## src/rtl/lf_edge_modulator.sv

```systemverilog
// LF tag-modulation transmitter: buffers ARM bytes, serialises MSB first and
// line-codes them (direct / Manchester / biphase) with carrier-tick bit timing.
module lf_edge_modulator (
  input  logic       pck0,
  input  logic       nreset,
  input  logic       pck_divclk,
  input  logic       enable,
  input  logic [1:0] enc_mode,
  input  logic [7:0] half_period,
  input  logic [7:0] tx_data,
  input  logic       tx_valid,
  output logic       tx_ready,
  output logic       mod_out,
  output logic       busy,
  output logic       bit_strobe
);
  localparam logic [1:0] ENC_DIRECT     = 2'd0;
  localparam logic [1:0] ENC_MANCHESTER = 2'd1;
  localparam logic [1:0] ENC_BIPHASE    = 2'd2;

  typedef enum logic [1:0] {IDLE, FIRST_HALF, SECOND_HALF} state_t;

  state_t     state_q, state_d;
  logic [2:0] sync_q;
  logic       tick;
  logic       hold_full_q, hold_full_d;
  logic [7:0] hold_q, hold_d;
  logic [7:0] shift_q, shift_d;
  logic [2:0] bitcnt_q, bitcnt_d;
  logic [7:0] hcnt_q, hcnt_d;
  logic [7:0] hp_q, hp_d;
  logic [1:0] mode_q, mode_d;
  logic       bp_q, bp_d;
  logic       mod_q, mod_d;
  logic       strobe_q, strobe_d;
  logic       load;
  logic [7:0] hp_eff;

  // sync_q[1:0] is the 2-flop synchroniser, sync_q[2] the edge-detect delay
  assign tick       = sync_q[1] & ~sync_q[2];
  assign hp_eff     = (half_period == 8'd0) ? 8'd1 : half_period;
  assign tx_ready   = enable & ~hold_full_q;
  assign busy       = (state_q != IDLE);
  assign mod_out    = mod_q;
  assign bit_strobe = strobe_q;

  always_comb begin
    state_d     = state_q;
    hold_full_d = hold_full_q;
    hold_d      = hold_q;
    shift_d     = shift_q;
    bitcnt_d    = bitcnt_q;
    hcnt_d      = hcnt_q;
    hp_d        = hp_q;
    mode_d      = mode_q;
    bp_d        = bp_q;
    mod_d       = mod_q;
    strobe_d    = 1'b0;
    load        = 1'b0;

    if (tx_valid && tx_ready) begin
      hold_full_d = 1'b1;
      hold_d      = tx_data;
    end

    if (!enable) begin
      state_d     = IDLE;
      hold_full_d = 1'b0;
      hold_d      = '0;
      shift_d     = '0;
      bitcnt_d    = '0;
      hcnt_d      = '0;
      bp_d        = 1'b0;
      mod_d       = 1'b0;
    end else begin
      case (state_q)
        IDLE: begin
          mod_d = 1'b0;
          bp_d  = 1'b0;
          if (hold_full_q) load = 1'b1;
        end
        FIRST_HALF: begin
          if (tick) begin
            if (hcnt_q == 8'd1) begin
              hcnt_d  = hp_q;
              state_d = SECOND_HALF;
              case (mode_q)
                ENC_DIRECT:     mod_d = shift_q[7];
                ENC_MANCHESTER: mod_d = ~shift_q[7];
                ENC_BIPHASE: begin
                  if (!shift_q[7]) begin
                    bp_d  = ~bp_q;
                    mod_d = ~bp_q;
                  end
                end
                default:        mod_d = shift_q[7];
              endcase
            end else begin
              hcnt_d = hcnt_q - 8'd1;
            end
          end
        end
        SECOND_HALF: begin
          if (tick) begin
            if (hcnt_q == 8'd1) begin
              if (bitcnt_q != 3'd0) begin
                shift_d  = {shift_q[6:0], 1'b0};
                bitcnt_d = bitcnt_q - 3'd1;
                hcnt_d   = hp_q;
                state_d  = FIRST_HALF;
                strobe_d = 1'b1;
                if (mode_q == ENC_BIPHASE) begin
                  bp_d  = ~bp_q;
                  mod_d = ~bp_q;
                end else begin
                  mod_d = shift_q[6];
                end
              end else if (hold_full_q) begin
                load = 1'b1;
              end else begin
                state_d = IDLE;
                shift_d = '0;
                mod_d   = 1'b0;
                bp_d    = 1'b0;
              end
            end else begin
              hcnt_d = hcnt_q - 8'd1;
            end
          end
        end
        default: state_d = IDLE;
      endcase

      // Loading also covers the back-to-back case, so the half counter
      // restarts right after the tick that closed the previous byte.
      if (load) begin
        hold_full_d = 1'b0;
        shift_d     = hold_q;
        bitcnt_d    = 3'd7;
        hp_d        = hp_eff;
        hcnt_d      = hp_eff;
        mode_d      = enc_mode;
        state_d     = FIRST_HALF;
        strobe_d    = 1'b1;
        if (enc_mode == ENC_BIPHASE) begin
          bp_d  = ~bp_q;
          mod_d = ~bp_q;
        end else begin
          mod_d = hold_q[7];
        end
      end
    end
  end

  always_ff @(posedge pck0 or negedge nreset) begin
    if (!nreset) begin
      state_q     <= IDLE;
      sync_q      <= '0;
      hold_full_q <= 1'b0;
      hold_q      <= '0;
      shift_q     <= '0;
      bitcnt_q    <= '0;
      hcnt_q      <= '0;
      hp_q        <= '0;
      mode_q      <= '0;
      bp_q        <= 1'b0;
      mod_q       <= 1'b0;
      strobe_q    <= 1'b0;
    end else begin
      state_q     <= state_d;
      sync_q      <= {sync_q[1:0], pck_divclk};
      hold_full_q <= hold_full_d;
      hold_q      <= hold_d;
      shift_q     <= shift_d;
      bitcnt_q    <= bitcnt_d;
      hcnt_q      <= hcnt_d;
      hp_q        <= hp_d;
      mode_q      <= mode_d;
      bp_q        <= bp_d;
      mod_q       <= mod_d;
      strobe_q    <= strobe_d;
    end
  end
endmodule

```

## config.mk

```make
export PLATFORM = sky130hd
export DESIGN_NAME = lf_edge_modulator
export DESIGN_NICKNAME = d
export VERILOG_FILES = /design/src/rtl/lf_edge_modulator.sv
export SDC_FILE = /design/constraint.sdc
export NUM_CORES = 1
export LEC_CHECK = 0
export ABC_AREA = 1
export BUFFER_PORTS_ARGS = -buffer_cell sky130_fd_sc_hd__buf_4
export CAP_MARGIN = 20
export CORE_MARGIN = 1
export CORE_UTILIZATION = 59
export CTS_CLUSTER_DIAMETER = 100
export DETAILED_ROUTE_END_ITERATION = 8
export HOLD_SLACK_MARGIN = 0.05
export PLACE_DENSITY = 0.81
export SYNTH_ARGS = -nofsm -noshare
export SYNTH_HDL_FRONTEND = slang
export SYNTH_SLANG_ARGS = --single-unit
```

## constraint.sdc

```tcl
create_clock -name pck0 -period 2.2 [get_ports pck0]
set_input_delay 0.22 -clock pck0 [delete_from_list [all_inputs] [get_ports pck0]]
set_output_delay 0.22 -clock pck0 [all_outputs]
set_load 0.01 [all_outputs]
```

==> metrics.md <==
| Metric | Value |
|---|---|
| Status | `complete, but fails checks` |
| Failing checks | `DRC` |
| Commonest cells post-synth | `nand2_1 (87), dfrtp_1 (46), inv_1 (41)` |
| Routability cong. | `0.876` |
| Vias in the first global route | `2314` |
| # IOs | `27` |
| Post-route ant nets | `0` |
| Via count | `2397` |
| Gr usage total | `0.263` |
| Synth area leaders | `dfrtp_1 (41%), nand2_1 (12%), nand3_1 (7.2%)` |
| Synth async-reset ratio | `1.00` |
| Reg2reg setup slack | `200 ps` |
| Slew @ Worst Pin | `576 ps` |
| Die height | `70.7 um` |
| CP Class | `reg2reg` |
| Area Growth Syn to Fin | `11.7%` |
| RSZ-0062 raised after global routing | `false` |
| Post-synth top area share | `0.413` |
| Setup TNS | `0 ps` |
| Share of layout cells above drive strength 1 | `0.168` |
| Post-cts resize count | `0` |
| Critical path peak fanout | `10` |
| Worst path arrival time | `2170 ps` |
| DRT Pass-1 Iters | `6` |
| Final hold violation count | `0` |
| Final Max Slew Viols | `0` |
| Top_reg_cell synth | `dfrtp_1` |
| Final setup viols | `0` |
| Nets@finish | `422` |
| Clock network latency to the later pin of the worst-skew pair | `290 ps` |
| Initial Utilization | `0.627` |
| Worst-path clk slew | `90 ps` |
| Mean area per synthesized cell | `7.78 sq um` |
| Area leader, netlist | `dfrtp_1` |
| Sequential-to-total area share from yosys stat | `0.413` |
| CTS buffer count | `5` |
| Die area | `5000 sq um` |
| Post-synthesis register bit count | `46` |
| Vias per cell | `5.45` |
| Hold_sp | `half_period[3]` |
| Clock Tree Buf Depth | `2` |
| Fin util | `0.700` |
| Min-delay worst type | `in2reg` |
| Pleak | `1.64 nW` |
| First-pass GRT wire length | `10400 um` |
| # rows | `24` |
| 1st-iter DRT viols | `170` |
| Worst setup SP type | `flop` |
| Hold_buf cts | `2` |
| Cells after DPL | `430` |
| Most common cell in the netlist | `nand2_1` |
| FF-to-FF End | `shift_q[6]` |
| Power Dens Cells | `1080 nW/um^2` |
| R2R depth | `9` |
| Crit path to | `shift_q[6]` |
| Count of cell types in the netlist | `36` |
| CTS tree | `yes` |
| Initial antenna violation count | `0` |
| Die X | `70.7 um` |
| Area after DPL | `3000 sq um` |
| Diodes inserted | `0` |
| Remaining global-route overflow | `0` |
| Clock Sinks | `46` |
| Largest net degree at the start of global routing | `47` |
| Core Area | `4440 sq um` |
| Fin crit share | `0.908` |
| Syn nets | `393` |
| Critical R2R Launch | `state_q[0]` |
| Mapped Area | `2790 sq um` |
| Fmax | `0.501 GHz` |
| Non-Filler Instances | `440` |
| Input/output buffers | `26` |
| Max IR drop VDD | `555 uV` |
| Nature of the critical path endpoint | `flop` |
| EDFF count, synth | `0` |
| Cells after synthesis | `358` |
| Remaining DRCs | `4` |
| Slew margin rel. | `0.616` |
| PnR Total Power | `3.37 mW` |
| Final Cell Area | `3110 sq um` |
| H-tree Lvls | `2` |
| Drt wl/cell | `13.2 um` |
| Synth Warn # | `0` |
| Final min period | `2000 ps` |
| Setup crit start | `state_q[0]` |
| Drt total wl | `5820 um` |
| Worst Skew | `4.61 ps` |
| Post-CTS setup buffer count | `0` |
| Detailed Place HPWL | `4330 um` |
| Root Buffer Master | `clkbuf_8` |
| Max-cap violations | `0` |
| Data required time of the worst path | `2380 ps` |
-- layout by cell type (no fill, tap or decap), types with 2 or more instances in the layout --
cell type and instances:
inv_1 41, nand2_8 2, dlygate4sd3_1 2, buf_4 31, nand3_1 40, nand4_1 5
ha_1 12, o211ai_1 2, o21ai_1 6, inv_2 2, dfrtp_1 46, nand2_2 3
clkinv_4 2, nor2_2 8, nand2_4 2, nor2_1 28, nor2_4 2, xor2_1 3
a21oi_1 17, nand2_1 87, clkbuf_8 5, o21ai_0 28
-- power breakdown --
group | internal [mW] | switching (mW)
sequential | 1.09 | 0.162
clock | 0.225 | 0.286
combinational | 0.592 | 1.01
total | 1.91 | 1.46
-- worst max-delay path: stages, from the launching register on --
cell and delay [ps]:
dfrtp_1 430, inv_1 110, ha_1 240, nand2_1 290
nand3_4 130, buf_4 200, nor2_4 220, inv_2 100
nor2_1 100, a21oi_1 50
-- kinds of logic after synthesis --
family | Yosys count | share of synthesized area
buffers and inverters | 55 | 0.0894
DFF | 46 | 0.413
AOI/OAI and AO/OA | 58 | 0.112
adders and majority gates | 12 | 0.0539
xor gates and xnor gates | 4 | 0.0126
and+or+nand+nor | 183 | 0.319
-- per-stage QoR --
step | setup WS (ps) | hold slack, ps
finish | 203 | 143
CTS | 219 | 133
detailed placement | 224 | 260
global route | 41.9 | 153
floorplan | 428 | -75.6
global placement | 320 | 256
-- metal layers --
layer,GRT usage,wire (um)
met4,0.0733,51
met5,0,0
met1,0.348,2680
met2,0.436,2780
met3,0.0598,300
-- layout make-up --
type / instances / area, sq um
inverters: 44 / 170
well taps: 52 / 65.1
repair buffers: 33 / 253
multi-input cells: 257 / 1390
clock inverters: 2 / 13.8
fillers: 375 / 1330
clock buffers: 6 / 72.6
flip-flops and latches: 46 / 1150
-- worst min path at each step --
stage / slack, ps / depth (start not counted) / endpoint
finish: 140 / 3 / hp_q[3]
global route: 150 / 3 / hp_q[2]
CTS: 130 / 3 / hp_q[3]
detailed placement: 260 / 1 / bitcnt_q[1]
global placement: 260 / 1 / sync_q[0]
floorplan: -80 / 0 / bit_strobe
-- flip-flops by register name, indices dropped and copies added (netlist names), 2 cells and up --
register / flops
shift_q: 8
bitcnt_q: 3
state_q: 2
mode_q: 2
hp_q: 8
sync_q: 3
hold_q: 8
hcnt_q: 8
(Power assumes the default switching activity.)
